<file path="src/rtl/unified_mem_arbiter.sv">
// rtl/unified_mem_arbiter.sv - single-port memory arbiter shared by fetch and load/store requesters
module unified_mem_arbiter #(
  parameter int DATA_WIDTH   = 32,
  parameter int STARVE_LIMIT = 4
) (
  input  logic                  clk,
  input  logic                  reset,
  input  logic                  i_req,
  input  logic [DATA_WIDTH-1:0] i_addr,
  output logic                  i_gnt,
  output logic                  i_rvalid,
  output logic [DATA_WIDTH-1:0] i_rdata,
  input  logic                  d_req,
  input  logic                  d_we,
  input  logic [DATA_WIDTH-1:0] d_addr,
  input  logic [DATA_WIDTH-1:0] d_wdata,
  output logic                  d_gnt,
  output logic                  d_rvalid,
  output logic [DATA_WIDTH-1:0] d_rdata,
  output logic                  m_req,
  output logic                  m_we,
  output logic [DATA_WIDTH-1:0] m_addr,
  output logic [DATA_WIDTH-1:0] m_wdata,
  input  logic                  m_ready,
  input  logic                  m_rvalid,
  input  logic [DATA_WIDTH-1:0] m_rdata
);

  typedef enum logic [1:0] {
    IDLE = 2'd0,
    REQ  = 2'd1,
    RESP = 2'd2
  } state_t;

  localparam logic [3:0] LIMIT = 4'(STARVE_LIMIT);

  state_t     state;
  state_t     state_nxt;
  logic       owner_fetch;
  logic [3:0] starve_cnt;
  logic       fetch_wins;

  // Fetch takes the memory when data is idle or data has starved it long enough
  always_comb begin
    fetch_wins = i_req && (!d_req || (starve_cnt == LIMIT));
  end

  // Next-state and combinational grants; grants are held low while reset is asserted
  always_comb begin
    state_nxt = state;
    i_gnt     = 1'b0;
    d_gnt     = 1'b0;
    case (state)
      IDLE: begin
        if (reset) begin
          if (fetch_wins) begin
            i_gnt     = 1'b1;
            state_nxt = REQ;
          end else if (d_req) begin
            d_gnt     = 1'b1;
            state_nxt = REQ;
          end
        end
      end
      REQ: begin
        if (m_ready) begin
          state_nxt = RESP;
        end
      end
      RESP: begin
        if (m_rvalid) begin
          state_nxt = IDLE;
        end
      end
      default: state_nxt = IDLE;
    endcase
  end

  // State register
  always_ff @(posedge clk or negedge reset) begin
    if (!reset) begin
      state <= IDLE;
    end else begin
      state <= state_nxt;
    end
  end

  // The memory request is simply the REQ state; address and data come from the grant latch
  always_comb begin
    m_req = (state == REQ);
  end

  // Grant latch, starvation counter and registered response routing
  always_ff @(posedge clk or negedge reset) begin
    if (!reset) begin
      owner_fetch <= 1'b0;
      starve_cnt  <= 4'd0;
      m_addr      <= '0;
      m_we        <= 1'b0;
      m_wdata     <= '0;
      i_rdata     <= '0;
      d_rdata     <= '0;
      i_rvalid    <= 1'b0;
      d_rvalid    <= 1'b0;
    end else begin
      i_rvalid <= 1'b0;
      d_rvalid <= 1'b0;
      if (i_gnt) begin
        owner_fetch <= 1'b1;
        m_addr      <= i_addr;
        m_we        <= 1'b0;
        m_wdata     <= '0;
        starve_cnt  <= 4'd0;
      end else if (d_gnt) begin
        owner_fetch <= 1'b0;
        m_addr      <= d_addr;
        m_we        <= d_we;
        m_wdata     <= d_wdata;
        // Only count data wins that actually kept a waiting fetch out
        if (i_req && (starve_cnt != LIMIT)) begin
          starve_cnt <= starve_cnt + 4'd1;
        end
      end
      if ((state == RESP) && m_rvalid) begin
        if (owner_fetch) begin
          i_rdata  <= m_rdata;
          i_rvalid <= 1'b1;
        end else begin
          d_rdata  <= m_rdata;
          d_rvalid <= 1'b1;
        end
      end
    end
  end

endmodule

</file>
<file path="config.mk">
export PLATFORM = sky130hd
export DESIGN_NAME = unified_mem_arbiter
export DESIGN_NICKNAME = d
export VERILOG_FILES = /design/src/rtl/unified_mem_arbiter.sv
export SDC_FILE = /design/constraint.sdc
export NUM_CORES = 1
export LEC_CHECK = 0
export CAP_MARGIN = 20
export CORE_MARGIN = 1
export CORE_UTILIZATION = 44
export DETAILED_ROUTE_END_ITERATION = 6
export HOLD_SLACK_MARGIN = 0.02
export PLACE_DENSITY = 0.92
export SYNTH_ARGS = -nofsm -noshare
export SYNTH_HDL_FRONTEND = slang
export SYNTH_SLANG_ARGS = --single-unit
</file>
<file path="constraint.sdc">
create_clock -name clk -period 3.34 [get_ports clk]
set_input_delay 0.334 -clock clk [delete_from_list [all_inputs] [get_ports clk]]
set_output_delay 0.334 -clock clk [all_outputs]
set_load 0.02 [all_outputs]
</file>
==> flow_metrics.py, run 1 <==
metrics = {
    "outcome": {
        "outcome": "completed",
    },
    "global_routing": {
        "grt_pass1_wl_microns": 24900,
        "overflow": 0,
        "met3_usage_pct": 6.54,
        "grt_usage_pct": 24.9,
        "grt_pass1_vias": 4872,
        "antenna_found_initial": 0,
        "grt_use_met2_pct": 42.1,
        "grt.busiest_layer": "met2",
        "grtUsageMet1_pct": 27.8,
        "grt_max_degree": 63,
    },
    "sta": {
        "rsz0062_at_grt": "no",
        "slew_viol_final": 0,
        "hold_violations": 0,
        "tightest_slew_ns": 0.862,
        "tns_ns": 0,
        "min_period_ns": 2.99,
        "slew_headroom_pct": 42.3,
        "timing.final.crit_share_pct": 89.5,
        "setup_viol": 0,
        "fmax_mhz": 334,
        "fin_worst_skew_ns": 0.00575,
    },
    "clock_network": {
        "cts_resized": 0,
        "cts_sinks": 138,
        "clockRootBuffer": "clkbuf_16",
        "htree_levels": 4,
        "cts_inserted_buffers": 17,
        "cts_hold_buf": 1,
        "cts_setup_buffers": 0,
        "insertion_delay_ns": 0.42,
        "cts_tree": "yes",
        "clk_pin_slew_ns": 0.06,
        "cts_buffer_depth": 2,
    },
    "setup_path": {
        "slowest_delay_ns": 0.67,
        "cp_max_fo": 39,
        "crit_arrival_ns": 2.66,
        "crit_type": "primary input to output port",
        "cp_top_family": "buffers and inverters",
        "cp_num_buf_inv": 4,
        "cpMaxStageDelayCell": "clkdlybuf4s50_1",
        "timing.critical_path.to_type": "output port",
        "worstPathRequired_ns": 3.01,
        "path_cells": "dlygate4sd3_1, buf_6, nand4bb_4, a21o_1, inv_8, clkdlybuf4s50_1",
        "start_kind": "primary input",
    },
    "min_path": {
        "hold_class": "primary input to asynchronous set/reset pin",
    },
    "layout": {
        "fin_util_pct": 72.9,
        "areaGrowthSynthToFinish_pct": 61.2,
        "layout.nets": 834,
        "layout-drive-gt1-share_pct": 22.8,
        "antenna_cells": 0,
    },
    "yosys": {
        "synthesis.nets": 564,
        "synthTopCellsByArea": "dfrtp_1, mux2_2, a21oi_2",
        "synthMuxAreaShare_pct": 12.8,
        "synthTopCellsByCount": "dfrtp_1, a21oi_2, mux2_2, nand2_1, a22o_1",
        "synth_compound_area_share_pct": 15.9,
        "synth_top_area_cell": "dfrtp_1",
        "syn_inst": 427,
        "synth.top_cell.area_share_pct": 60.5,
        "ys.warnings.count": 0,
        "synth_simple_gate_area_share_pct": 6.33,
        "synth_top_family_by_area": "compound AO/OA/AOI/OAI gates",
        "ys_dominant_reg_cell": "dfrtp_1",
        "synth_seq_cells": 138,
        "syn_avg_cell_area_sq_um": 13.4,
        "async_reset_ff_share_pct": 100,
        "synth_cell_types": 32,
        "yosys.area_share.adder_pct": 0.438,
        "seq_area_frac_synth_pct": 60.5,
        "synthXorXnorAreaFrac_pct": 0,
        "synth_edf_count": 0,
        "synthesis.area_sq_um": 5710,
        "yosysMostFrequentCell": "dfrtp_1",
    },
    "power_and_ir_drop": {
        "pwr_density_cell_nw_per_um2": 993,
        "switching_power_mw": 3.15,
        "p_comb_share_pct": 44.8,
        "power_mw": 9.14,
        "clkPwrFrac_pct": 23.3,
        "p_seq_share_pct": 31.9,
        "power.leakage_nw": 3.98,
        "internal_power_mw": 5.99,
        "p_sw_share_pct": 34.5,
        "peakVddDrop_v": 0.000503,
    },
    "floorplan": {
        "std_cell_rows": 41,
        "fp.dieH_microns": 116,
        "dieArea_sq_um": 13400,
        "die_x_microns": 116,
        "coreArea_sq_um": 12600,
        "initial_core_util_pct": 45.2,
        "io_pins": 269,
    },
    "place": {
        "gp_congestion": 0.816,
        "hpwl_microns": 11300,
        "portBuffers": 268,
    },
    "route": {
        "firstDrtPassIters": 4,
        "num_vias": 4437,
        "avgViaCountPerCell": 5.03,
        "drc": 0,
        "ant_nets": 0,
        "wirelength_microns": 16000,
        "wl_per_cell_microns": 18.1,
        "drt_iter0_drc": 184,
    },
    "flow_run": {
        "drv_cap": 0,
    },
}
## worst reg2reg max path, cell delays in order, from the launching register on
cell and delay [ns]:
dfrtp_1 0.41, and2b_1 0.27, nand2_1 0.10, nor2_4 0.08, buf_4 0.40, mux2_2 0.41
## flip-flops by register name (all words and copies together), names as in the netlist
register and cells:
i_rdata 32, m_wdata 32, owner_fetch 1, m_addr 32
m_we 1, state 2, d_rvalid 1, starve_cnt 4
i_rvalid 1, d_rdata 32
## placed cells by master (no fill, tap or decap), types with 7 or more instances in the layout
| cell type | count |
|---|---|
| a21oi_1 | 7 |
| a21oi_2 | 58 |
| a22o_1 | 36 |
| buf_4 | 7 |
| clkbuf_16 | 17 |
| clkdlybuf4s50_1 | 267 |
| dfrtp_1 | 138 |
| mux2_1 | 8 |
| mux2_2 | 57 |
| nand2_1 | 37 |
| nor2_1 | 33 |
## area by class of cell
type | instances | area (sq um)
Multi-Input combinational cell | 255 | 2040
Clock buffer | 20 | 457
Inverter | 7 | 33.8
Clock inverter | 12 | 219
Fill cell | 845 | 3420
Sequential cell | 138 | 3450
Tap cell | 172 | 215
Timing Repair Buffer | 278 | 2790
## metrics by stage
step	worst slack [ns]	std cells	instance area (sq um)	hold slack, ns
2_1_floorplan	1.77	427	5710	0.0384
6_report	0.350	882	9200	0.404
3_5_place_dp	0.672	849	8510	0.272
4_1_cts	0.337	882	9200	0.402
3_3_place_gp	0.712	849	8510	0.268
5_1_grt	0.224	882	9200	0.442
## per-layer routing
metal,vias to the layer above,share of wire [%]
met1,2163,38
met3,59,5.2
met5,-,0
li1,2041,-
met2,174,52
met4,0,5.2
## cells by family (layout without fill, tap and decap cells)
kind of cell | after synthesis | count (layout)
buffers and inverters | 34 | 317
and+or+nand+nor | 80 | 80
adders and majority gates | 2 | 2
AOI/OAI and AO/OA | 108 | 108
DFF | 138 | 138
muxes | 65 | 65
## final timing paths
kind,startpoint,endpoint,slack [ns],depth (start not counted)
min,reset,d_rdata[26]$_DFFE_PN0P_,0.40,2
max reg2reg,state[0]$_DFFE_PN0P_,d_rdata[15]$_DFFE_PN0P_,1.55,5
max in group asynchronous,reset,d_rdata[8]$_DFFE_PN0P_,1.24,4
max,reset,i_gnt,0.35,6
min reg2reg,d_rdata[3]$_DFFE_PN0P_,d_rdata[3]$_DFFE_PN0P_,0.49,1
min in group clk,d_addr[31],m_addr[31]$_DFFE_PN0P_,0.47,3
## power groups by stage
stage / combinational (mW) / clock [mW] / sequential, mW
2_1_floorplan: 1.13 / 0 / 3.81
3_3_place_gp: 4.00 / 0 / 2.88
3_5_place_dp: 4.11 / 0 / 2.91
4_1_cts: 4.13 / 2.16 / 2.92
5_1_grt: 4.32 / 2.25 / 3.01
6_report: 4.09 / 2.13 / 2.92
Power figures use the tool's default switching activity.
==> run 2, diff against run 1 <==
CELL_PAD_IN_SITES_DETAIL_PLACEMENT = 0   (was default)
CELL_PAD_IN_SITES_GLOBAL_PLACEMENT = 1   (was default)
CORE_UTILIZATION = 34   (was 44)
GPL_TIMING_DRIVEN = 0   (was default)
PLACE_DENSITY = 0.93   (was 0.92)
==> run 2 against run 1 <==
  * Cell area up 2.4%
  * Global-route usage down 5.1 points
  * Sequential power about the same
  * Critical path depth up 1
  * Power down 1.4%
  * Sequential cell count unchanged
  * Worst setup slack better by 0.22 ns
  * Final cell count up 7.8%
  * Clock-buffer cell count up 2
  * Non-clock buffer count up 22
  * Clock power down 8%
  * Largest power group unchanged
==> flow_metrics.py, run 2 (synthesis gave the netlist of run 1 again) <==
metrics = {
    "outcome": {
        "outcome": "completed",
    },
    "setup_path": {
        "start_kind": "flop",
        "path_cells": "inv_1, ha_1, nand3b_1, o211a_1, buf_2, buf_2, clkdlybuf4s50_1",
        "worstPathRequired_ns": 3.01,
        "cp_max_fo": 10,
        "crit_arrival_ns": 2.43,
        "timing.critical_path.to_type": "output port",
        "cp_common_cell": "buf_2",
        "cpMaxStageDelayCell": "clkdlybuf4s50_1",
        "crit_type": "flop to output port",
        "slowest_delay_ns": 0.63,
    },
    "clock_network": {
        "cts_tree": "yes",
        "cts_sinks": 138,
        "cts_inserted_buffers": 17,
        "cts_buffer_depth": 2,
        "insertion_delay_ns": 0.41,
        "htree_levels": 4,
        "clk_pin_slew_ns": 0.06,
        "clockRootBuffer": "clkbuf_16",
    },
    "flow_run": {
        "drv_cap": 0,
    },
    "floorplan": {
        "std_cell_rows": 47,
        "die_x_microns": 132,
        "coreArea_sq_um": 16500,
        "initial_core_util_pct": 34.7,
        "fp.dieH_microns": 132,
        "dieArea_sq_um": 17300,
        "io_pins": 269,
    },
    "global_routing": {
        "grt_max_degree": 83,
        "grt_usage_pct": 19.8,
        "met3_usage_pct": 5.36,
        "overflow": 0,
        "grt_pass1_vias": 4700,
        "grtUsageMet1_pct": 23.6,
        "grt_pass1_wl_microns": 26000,
        "antenna_found_initial": 0,
        "grt.busiest_layer": "met2",
        "grt_use_met2_pct": 33.7,
    },
    "sta": {
        "fmax_mhz": 361,
        "rsz0062_at_grt": "no",
        "setup_viol": 0,
        "timing.final.crit_share_pct": 82.9,
        "fin_worst_skew_ns": 0.00739,
        "hold_violations": 0,
        "tightest_slew_ns": 0.507,
        "hold_ws_ns": 0.0710,
        "slew_headroom_pct": 66.2,
        "slew_viol_final": 0,
        "min_period_ns": 2.77,
    },
    "layout": {
        "layout.nets": 856,
        "antenna_cells": 0,
        "final_common_cell": "clkdlybuf4s50_1",
        "finalInstanceArea_sq_um": 9420,
        "layout-drive-gt1-share_pct": 24.8,
        "mostFrequentLayoutCells": "clkdlybuf4s50_1, dfrtp_1, a21oi_2, mux2_2, nand2_1",
        "areaGrowthSynthToFinish_pct": 65.0,
    },
    "route": {
        "ant_nets": 0,
        "num_vias": 4538,
        "wl_per_cell_microns": 17.5,
        "firstDrtPassIters": 4,
        "drt_iter0_drc": 175,
        "drc": 0,
        "wirelength_microns": 16600,
        "avgViaCountPerCell": 4.77,
    },
    "place": {
        "hpwl_microns": 12300,
        "gp_congestion": 0.863,
        "portBuffers": 268,
        "placed_area_sq_um": 8690,
    },
    "min_path": {
        "hold_class": "primary input to asynchronous set/reset pin",
    },
    "power_and_ir_drop": {
        "peakVddDrop_v": 0.000447,
        "power.leakage_nw": 4.06,
        "pwr_density_cell_nw_per_um2": 957,
    },
}
-- run 2: changes by cell type in the layout (fill, tap and decap cells not counted), sizes merged --
cell      change
inv           +2
bufinv        -3
clkbuf        +4
clkinvlp      +1
clkinv        -3
buf          +20
-- run 2: final cells by class --
cell class | count | area [sq um]
timing repair buffer | 273 | 2800
clock inverter | 9 | 135
sequential | 138 | 3450
buffer | 27 | 196
multi-input combinational | 255 | 2020
clock buffer | 22 | 494
fill | 1351 | 7050
inverter | 7 | 33.8
tap | 220 | 275
-- run 2: final timing paths --
path | from | endpoint | slack (ns) | cells past startpoint
hold / removal | reset | i_rdata[11]$_DFFE_PN0P_ | 0.07 | 3
hold reg to reg | d_rdata[10]$_DFFE_PN0P_ | d_rdata[10]$_DFFE_PN0P_ | 0.50 | 1
setup reg to reg | starve_cnt[0]$_DFFE_PN0P_ | m_wdata[3]$_DFFE_PN0P_ | 1.56 | 7
max in group asynchronous | reset | m_addr[4]$_DFFE_PN0P_ | 2.44 | 4
setup / recovery | starve_cnt[0]$_DFFE_PN0P_ | d_gnt | 0.57 | 7
min in group clk | d_addr[1] | m_addr[1]$_DFFE_PN0P_ | 0.48 | 3
-- run 2: what timing repair did --
action	CTS	global route
setup buffers	0	0
hold endpoints to repair	56	0
hold buffers	4	0
endpoints found under the setup margin	0	0
resized for setup	0	0
-- run 2: per-stage QoR --
stage	instances	setup slack (ns)	total power [mW]	TNS (ns)	utilization, %
5_1_grt	951	0.417	9.45	0	57.2
3_3_place_gp	915	-4.36	6.95	-734.33	52.6
6_report	951	0.572	9.01	0	57.2
2_1_floorplan	427	1.77	4.94	0	-
4_1_cts	951	0.513	9.11	0	57.2
3_5_place_dp	916	0.0985	7.07	0	52.8
-- run 2: routing by layer --
metal,share of wire (%),vias to the layer above
li1,-,2082
met1,41,2260
met2,51,171
met3,5.3,25
met4,2.1,0
met5,0,-
-- run 2: worst max-delay path, delay by kind of cell (launching register included) --
family	cells	cell delay, ns
buf+inv	4	1.19
simple gates	1	0.13
compound gates	1	0.14
fa+ha+maj	1	0.19
flops	1	0.38
-- run 2: power breakdown --
group | total, mW | switching [mW] | internal [mW]
Combinational | 4.12 | 2.01 | 2.12
Clock | 1.96 | 0.691 | 1.27
Sequential | 2.92 | 0.463 | 2.46
Total | 9.01 | 3.16 | 5.85
